File: src/rtl/vc_egress_arbiter_if.sv
// Bundles the VC FIFO read side and the destination FIFO write side of the
// egress arbiter. The arbiter connects through master; the FIFO environment
// connects through slave.
interface vc_egress_arbiter_if #(
    parameter int data_width = 6
);
    logic [data_width-1:0] data_vc0;
    logic [data_width-1:0] data_vc1;
    logic                  empty_vc0;
    logic                  empty_vc1;
    logic                  pause_d0;
    logic                  pause_d1;
    logic                  pop_vc0;
    logic                  pop_vc1;
    logic [data_width-1:0] data_out_d0;
    logic [data_width-1:0] data_out_d1;
    logic                  push_d0;
    logic                  push_d1;

    modport master (
        input  data_vc0, data_vc1, empty_vc0, empty_vc1, pause_d0, pause_d1,
        output pop_vc0, pop_vc1, data_out_d0, data_out_d1, push_d0, push_d1
    );

    modport slave (
        output data_vc0, data_vc1, empty_vc0, empty_vc1, pause_d0, pause_d1,
        input  pop_vc0, pop_vc1, data_out_d0, data_out_d1, push_d0, push_d1
    );
endinterface

File: src/rtl/vc_egress_arbiter.sv
// Two-VC egress arbiter: weighted pick between VC0 and VC1 FIFOs, two-cycle
// read pipeline, routing of each popped word to one of two destination FIFOs
// by bit [data_width-2]. Destination pause blocks new pops only; words
// already popped still drain, since downstream reserves room for them.
module vc_egress_arbiter #(
    parameter int data_width = 6,
    parameter int vc0_weight = 3
) (
    input  logic                   clk,
    input  logic                   reset,
    vc_egress_arbiter_if.master    bus,
    output logic [1:0]             state,
    output logic                   idle_out
);
    localparam int streak_w = $clog2(vc0_weight + 1);
    localparam logic [streak_w-1:0] streak_max = streak_w'(vc0_weight);

    typedef enum logic [1:0] {
        IDLE   = 2'd0,
        ACTIVE = 2'd1,
        PAUSE  = 2'd2
    } state_t;

    state_t                state_q, state_d;
    logic [streak_w-1:0]   streak_q, streak_d;
    logic                  s1_valid;
    logic                  s1_vc;
    logic [data_width-1:0] s1_data;
    logic                  s1_sel;
    logic                  any_pause;
    logic                  any_ready;
    logic                  pop_ok;
    logic                  grant_vc0;
    logic                  grant_vc1;
    logic                  pop0, pop1;
    logic                  push0_q, push1_q;
    logic [data_width-1:0] dout0_q, dout1_q;

    // Arbitration, pop strobes and streak update; pops are held off in reset.
    always_comb begin
        any_pause = bus.pause_d0 | bus.pause_d1;
        any_ready = ~bus.empty_vc0 | ~bus.empty_vc1;
        pop_ok    = reset && (state_q != PAUSE) && !any_pause;
        grant_vc0 = ~bus.empty_vc0 && (bus.empty_vc1 || (streak_q != streak_max));
        grant_vc1 = ~bus.empty_vc1 && !grant_vc0;
        pop0      = pop_ok && grant_vc0;
        pop1      = pop_ok && grant_vc1;
        streak_d  = streak_q;
        if (pop1) begin
            streak_d = '0;
        end else if (pop0 && (streak_q != streak_max)) begin
            streak_d = streak_q + streak_w'(1);
        end
    end

    // Next-state logic; a pause always wins over starting or continuing.
    always_comb begin
        state_d = state_q;
        unique case (state_q)
            IDLE:    if (any_ready && !any_pause) state_d = ACTIVE;
            ACTIVE:  if (any_pause)               state_d = PAUSE;
                     else if (!any_ready)         state_d = IDLE;
            PAUSE:   if (!any_pause)              state_d = any_ready ? ACTIVE : IDLE;
            default:                              state_d = IDLE;
        endcase
    end

    // Word popped last cycle is now on the read data of the chosen VC.
    always_comb begin
        s1_data = s1_vc ? bus.data_vc1 : bus.data_vc0;
        s1_sel  = s1_data[data_width-2];
    end

    // State, streak and read pipeline registers; reset drops in-flight words.
    always_ff @(posedge clk or negedge reset) begin
        if (!reset) begin
            state_q  <= IDLE;
            streak_q <= '0;
            s1_valid <= 1'b0;
            s1_vc    <= 1'b0;
            push0_q  <= 1'b0;
            push1_q  <= 1'b0;
            dout0_q  <= '0;
            dout1_q  <= '0;
        end else begin
            state_q  <= state_d;
            streak_q <= streak_d;
            s1_valid <= pop0 | pop1;
            s1_vc    <= pop1;
            push0_q  <= s1_valid && !s1_sel;
            push1_q  <= s1_valid && s1_sel;
            if (s1_valid && !s1_sel) dout0_q <= s1_data;
            if (s1_valid && s1_sel)  dout1_q <= s1_data;
        end
    end

    assign bus.pop_vc0     = pop0;
    assign bus.pop_vc1     = pop1;
    assign bus.push_d0     = push0_q;
    assign bus.push_d1     = push1_q;
    assign bus.data_out_d0 = dout0_q;
    assign bus.data_out_d1 = dout1_q;
    assign state           = state_q;
    assign idle_out        = (state_q == IDLE) && !s1_valid && !push0_q && !push1_q;
endmodule

File: src/flat_wrapper.sv
// flat-port wrapper written by rule: the top's interface ports become plain ports
module vc_egress_arbiter_flat 
#(
    parameter int data_width = 6,
    parameter int vc0_weight = 3
)
  (clk, reset, state, idle_out, bus_data_vc0, bus_data_vc1, bus_empty_vc0, bus_empty_vc1, bus_pause_d0, bus_pause_d1, bus_pop_vc0, bus_pop_vc1, bus_data_out_d0, bus_data_out_d1, bus_push_d0, bus_push_d1);
  vc_egress_arbiter_if #(.data_width(data_width)) bus_i ();
  input  logic clk;
  input  logic reset;
  output logic [1:0] state;
  output logic idle_out;
  input wire logic [$bits(bus_i.data_vc0)-1:0] bus_data_vc0;
  input wire logic [$bits(bus_i.data_vc1)-1:0] bus_data_vc1;
  input wire logic [$bits(bus_i.empty_vc0)-1:0] bus_empty_vc0;
  input wire logic [$bits(bus_i.empty_vc1)-1:0] bus_empty_vc1;
  input wire logic [$bits(bus_i.pause_d0)-1:0] bus_pause_d0;
  input wire logic [$bits(bus_i.pause_d1)-1:0] bus_pause_d1;
  output wire logic [$bits(bus_i.pop_vc0)-1:0] bus_pop_vc0;
  output wire logic [$bits(bus_i.pop_vc1)-1:0] bus_pop_vc1;
  output wire logic [$bits(bus_i.data_out_d0)-1:0] bus_data_out_d0;
  output wire logic [$bits(bus_i.data_out_d1)-1:0] bus_data_out_d1;
  output wire logic [$bits(bus_i.push_d0)-1:0] bus_push_d0;
  output wire logic [$bits(bus_i.push_d1)-1:0] bus_push_d1;
  assign bus_i.data_vc0 = bus_data_vc0;
  assign bus_i.data_vc1 = bus_data_vc1;
  assign bus_i.empty_vc0 = bus_empty_vc0;
  assign bus_i.empty_vc1 = bus_empty_vc1;
  assign bus_i.pause_d0 = bus_pause_d0;
  assign bus_i.pause_d1 = bus_pause_d1;
  assign bus_pop_vc0 = bus_i.pop_vc0;
  assign bus_pop_vc1 = bus_i.pop_vc1;
  assign bus_data_out_d0 = bus_i.data_out_d0;
  assign bus_data_out_d1 = bus_i.data_out_d1;
  assign bus_push_d0 = bus_i.push_d0;
  assign bus_push_d1 = bus_i.push_d1;
  vc_egress_arbiter #(.data_width(data_width), .vc0_weight(vc0_weight)) u_core (.clk(clk), .reset(reset), .bus(bus_i), .state(state), .idle_out(idle_out));
endmodule
File: config.mk
export PLATFORM = sky130hd
export DESIGN_NAME = vc_egress_arbiter_flat
export DESIGN_NICKNAME = d
export VERILOG_FILES = /design/src/rtl/vc_egress_arbiter_if.sv /design/src/rtl/vc_egress_arbiter.sv /design/src/flat_wrapper.sv
export SDC_FILE = /design/constraint.sdc
export NUM_CORES = 1
export LEC_CHECK = 0
export ABC_CLOCK_PERIOD_IN_PS = 1800
export CORE_MARGIN = 2
export CORE_UTILIZATION = 41
export CTS_CLUSTER_SIZE = 12
export DETAILED_ROUTE_END_ITERATION = 16
export PLACE_DENSITY = 0.77
export SKIP_CTS_REPAIR_TIMING = 1
export SLEW_MARGIN = 20
export SYNTH_ARGS = -nofsm -noshare
export SYNTH_HDL_FRONTEND = slang
export SYNTH_SLANG_ARGS = --single-unit
File: constraint.sdc
create_clock -name clk -period 1.8 [get_ports clk]
set_input_delay 0.45 -clock clk [delete_from_list [all_inputs] [get_ports clk]]
set_output_delay 0.45 -clock clk [all_outputs]
set_load 0.05 [all_outputs]
# == Word-level counts from Yosys, hierarchy flattened ==
# Index checks and enable logic that the tools add are counted.
# totals
ff_bits,20
latchBits,0
mem_bits_rw,0
romBits,0
output_inout_bits,19
n_memories,0
# classes
addsub,1
mul,0
div,0
magnitude_cmp,0
eq_ne,7
shifts,0
mux,9
bitwise,5
n_reduce_logical,23
# op_table
op,count
logical AND 1 bit,13
two-way mux 2 bit,6
logical NOT 1 bit,6
two-way mux 6 bit,1
!= test 2 bit (second input constant),3
one-hot mux 2 bit (3 select lines),1
!= test 3 x 2 -> 1 bit (second input constant),1
OR 1 bit,3
AND reduction 3 bit,1
adder 2 x 1 -> 2 bit (second input constant),1
== test 2 x 1 -> 1 bit (second input constant),1
== test 2 bit (second input constant),1
logical NOT 2 bit,1
!= test 2 x 1 -> 1 bit (second input constant),1
NOT 1 bit,2
nonzero test 2 bit,1
logical OR 1 bit,1
two-way mux 1 bit,1

# == Longest topological paths before layout ==
# logic_depth
ltp_word,7
depth_mapped,5
ltp_nobuf,4

# == Worst setup path before layout ==
# OpenSTA, ideal clock, no wires.
# synth_path
kind,register -> output
from,"register u_core.state_q[0], in the netlist u_core.state[0]"
to,output port bus_pop_vc1
arrival_ns,2.153
setup_slack_ns,-0.803
stages_incl_launch_ff,4
n_path_buf,0
path_cell_list,dfrtp_1 > nand2b_1 > nand3_1 > nor3_1
# synth_via
elab_chain_cells,4
# synth_rtl
item,line_no,text
start: declaration,vc_egress_arbiter.sv:24,"state_t state_q, state_d;"
start signal: assignment,vc_egress_arbiter.sv:86,state_q <= state_d;
!= test 2 bit,vc_egress_arbiter.sv:43,pop_ok = reset && (state_q != PAUSE) && !any_pause;
logical AND 1 bit (2 in a row),vc_egress_arbiter.sv:43,
logical AND 1 bit,vc_egress_arbiter.sv:47,pop1 = pop_ok && grant_vc1;
end: declaration,flat_wrapper.sv:20,output wire logic [$bits(bus_i.pop_vc1)-1:0] bus_pop_vc1;
# No other way between the ends.

# == Final worst setup path ==
# layout_path
from,"register u_core.push0_q, in the netlist u_core.bus.push_d0"
to,output port idle_out
# layout_via
elab_chain_cells,3
# layout_rtl
item,line_no,text
start: declaration,vc_egress_arbiter.sv:36,"logic push0_q, push1_q;"
start signal: assignment,vc_egress_arbiter.sv:90,push0_q <= s1_valid && !s1_sel;
logical NOT 1 bit,vc_egress_arbiter.sv:104,assign idle_out = (state_q == IDLE) && !s1_valid && !push0_q && !push1_q;
logical AND 1 bit (2 in a row),vc_egress_arbiter.sv:104,
end: declaration,flat_wrapper.sv:12,output logic idle_out;
# No other way between the ends.

==> flow_summary.json <==
{
  "netlist_area_sq_um": 881,
  "tritoncts": "built",
  "cts_made_buffers": 3,
  "post-synth-top-area-fraction_pct": 56.8,
  "storage_cell_area_sq_um": 504,
  "drc": 0,
  "seq_area_frac_synth_pct": 56.8,
  "final_hold_viol_count": 0,
  "yosys.area.top_type": "sky130_fd_sc_hd__dfrtp_1",
  "cts_root_buffer": "sky130_fd_sc_hd__clkbuf_4",
  "rsz0062_at_grt": "true",
  "synthArstFlopShare_pct": 100,
  "number_of_fillers_in_the_final_layout": 142,
  "finalSetupViolations": 3,
  "cap_violations": 0,
  "firstDrtPassIters": 3,
  "clkSinkCount": 20,
  "htreeDepth": 1,
  "floorplan.die_area_sq_um": 2540,
  "crit_slowest_cell": "sky130_fd_sc_hd__or4_4",
  "static_leakage_power_nw": 0.712,
  "status": "complete, but fails checks",
  "fp.dieH_um": 50.4,
  "placeableCoreArea_sq_um": 2000,
  "final_cell_count_no_fill": 140,
  "wl_per_cell_um": 14.7,
  "tightest_slew_ps": 292,
  "floorplan.die.width_um": 50.4,
  "worst_endpoint_data_arrival_time_ps": 1510,
  "number_of_cells_after_detailed_placement": 135,
  "post_synth_top_cells": "sky130_fd_sc_hd__dfrtp_1 (20), sky130_fd_sc_hd__mux2_2 (10), sky130_fd_sc_hd__mux2_4 (5)",
  "drive_gt1_share_pct": 52.2,
  "synth.lib_cells_used.distinct": 22,
  "yosys_warnings": 0,
  "min_path_type": "flip-flop to flip-flop",
  "p_per_area_nw_per_um2": 1200,
  "place_hpwl_mm": 1.47,
  "total_buffers_and_inverters_traversed_by_the_critical_path": 1,
  "first_iter_violations": 8,
  "achievable-frequency_mhz": 509,
  "final_max_slew_viol_count": 0,
  "initial_antenna_violation_count": 0,
  "routabilityCongestion": 0.727,
  "post-route-worst-setup-slack_ps": -165,
  "drtAntennaViolNets": 0,
  "worst_clk_skew_ps": 5.40,
  "grt_max_degree": 24,
  "vdd.ir_drop.worst_uv": 734,
  "kind_of_start_point_of_the_critical_path": "flip-flop",
  "cell_by_cell_trace_of_the_critical_path": "or4_4 -> nor2_4 -> buf_12",
  "num_antenna_cells": 0,
  "clk_pin_slew_worst_paths_ps": 110,
  "setup.worst_path.end_class": "primary output",
  "via_count_of_the_first_global_routing_pass": 714,
  "row_count": 16,
  "avg_inst_size_synth_sq_um": 13.3,
  "tns_ps": -353,
  "p_total_mw": 1.75,
  "portBuffers": 36,
  "finalCritPeriodShare_pct": 109,
  "grt.total_usage_pct": 17.9,
  "timing.final.crit_period_ps": 1960,
  "critical_path.max_fanout": 2,
  "max_transition_margin_pct": 80.5,
  "crit_path_max_incr_delay_ps": 540,
  "multi_input_comb_area_sq_um": 422,
  "post_drt_via_cell_ratio": 5.14,
  "dr_total_vias": 719,
  "synth.ff_latch_count": 20,
  "cp_top_family": "simple AND/OR/NAND/NOR gates",
  "grt_pass1_wl_mm": 3.33,
  "syn2layout_area_growth_pct": 65.8,
  "violations": "negative setup slack",
  "synth_most_common_cell": "sky130_fd_sc_hd__dfrtp_1",
  "io-pin-count": 37,
  "whs_ps": 498,
  "critical_path_class": "flip-flop to primary output",
  "ys_top_cells_by_area": "sky130_fd_sc_hd__dfrtp_1 (57%), sky130_fd_sc_hd__mux2_2 (13%), sky130_fd_sc_hd__mux2_4 (8.5%), sky130_fd_sc_hd__nand2b_1 (2.8%), sky130_fd_sc_hd__buf_6 (2.6%)",
  "route.final.wire_length_mm": 2.06,
  "nets": 133,
  "synthesis.instances": 66,
  "req_time_crit_path_ps": 1350,
  "start_util_pct": 44.0,
  "cts.path.max_buffers": 2,
  "synth_enable_flop_cells": 0,
  "grt.overflow.total": 0,
  "worstSkewPairLatency_ps": 310,
  "dominant_synthesized_flop_cell": "sky130_fd_sc_hd__dfrtp_1",
  "synth_nets": 85
}
cells by family (layout without fill, tap and decap cells):
group | after synthesis | count (layout) | share of synthesized area [%]
DFF | 20 | 20 | 56.8
and+or+nand+nor | 18 | 18 | 10.8
buffers and inverters | 4 | 51 | 3.41
muxes | 16 | 16 | 22.4
AOI/OAI and AO/OA | 7 | 7 | 5.11
adders and majority gates | 1 | 1 | 1.42
flip-flops by register name, indices dropped and copies added (netlist names):
register	count
u_core.bus.data_out_d0	6
u_core.state	2
u_core.streak_q	2
u_core.s1_vc	1
u_core.bus.push_d1	1
u_core.bus.data_out_d1	6
u_core.s1_valid	1
u_core.bus.push_d0	1
path summary, 6_finish.rpt:
path | end | startpoint | depth (start not counted) | slack (ps)
min | u_core.bus.data_out_d0[4]$_DFFE_PN0P_ | u_core.bus.data_out_d0[4]$_DFFE_PN0P_ | 1 | 500
min reg2reg | u_core.bus.data_out_d0[4]$_DFFE_PN0P_ | u_core.bus.data_out_d0[4]$_DFFE_PN0P_ | 1 | 500
max in group asynchronous | u_core.bus.push_d0$_DFF_PN0_ | reset | 2 | 980
min in group asynchronous | u_core.state[0]$_DFFE_PN0P_ | reset | 2 | 590
max | idle_out | u_core.bus.push_d0$_DFF_PN0_ | 3 | -160
max reg2reg | u_core.bus.data_out_d1[3]$_DFFE_PN0P_ | u_core.s1_vc$_DFF_PN0_ | 4 | 430
power by group:
group	internal (mW)	switching (mW)
combinational	0.313	0.453
clock	0.225	0.145
sequential	0.553	0.0630
total	1.09	0.661
per-stage QoR:
stage | instance area (sq um) | setup slack [ps] | utilization (%)
2_1_floorplan | 941 | -29.8 | -
3_3_place_gp | 1380 | -224 | 68.7
3_5_place_dp | 1380 | -248 | 68.7
4_1_cts | 1430 | -261 | 71.3
5_1_grt | 1460 | -220 | 72.9
6_report | 1460 | -165 | 72.9
cell type report:
class	instances	area share, %
flip-flops and latches	20	34.5
clock inverters	1	2.06
inverters	2	0.514
well taps	27	2.31
multi-input cells	42	28.9
repair buffers	45	30.2
clock buffers	3	1.54
layer usage:
| layer | up-vias | GRT usage, % | share of wire, % |
|---|---|---|---|
| met2 | 20 | 30.0 | 55 |
| met4 | 0 | 6.76 | 0.78 |
| met3 | 2 | 2.68 | 3.7 |
| met5 | - | 0 | 0 |
| li1 | 330 | - | - |
| met1 | 367 | 23.3 | 40 |
cells in the final DEF (no fill, tap or decap):
cell type,n
sky130_fd_sc_hd__nand3_4,1
sky130_fd_sc_hd__dlymetal6s2s_1,4
sky130_fd_sc_hd__dfrtp_2,3
sky130_fd_sc_hd__o21ai_0,1
sky130_fd_sc_hd__and2_1,1
sky130_fd_sc_hd__buf_12,4
sky130_fd_sc_hd__inv_1,2
sky130_fd_sc_hd__mux2_2,10
sky130_fd_sc_hd__nand2b_4,1
sky130_fd_sc_hd__nand2b_1,3
sky130_fd_sc_hd__dfrtp_1,17
sky130_fd_sc_hd__mux2i_1,1
sky130_fd_sc_hd__a32o_1,1
sky130_fd_sc_hd__buf_4,24
sky130_fd_sc_hd__mux2_4,5
sky130_fd_sc_hd__nand2_1,3
sky130_fd_sc_hd__a41oi_1,1
sky130_fd_sc_hd__ha_2,1
sky130_fd_sc_hd__or4_4,1
sky130_fd_sc_hd__a31oi_1,1
sky130_fd_sc_hd__and3_1,1
sky130_fd_sc_hd__bufinv_16,1
sky130_fd_sc_hd__clkdlybuf4s50_1,13
sky130_fd_sc_hd__nor2_4,2
sky130_fd_sc_hd__a21oi_1,3
sky130_fd_sc_hd__clkbuf_4,3
sky130_fd_sc_hd__nor3_4,2
sky130_fd_sc_hd__nor2b_4,1
sky130_fd_sc_hd__nand4_1,1
sky130_fd_sc_hd__nor2_1,1
Power figures use the tool's default switching activity.
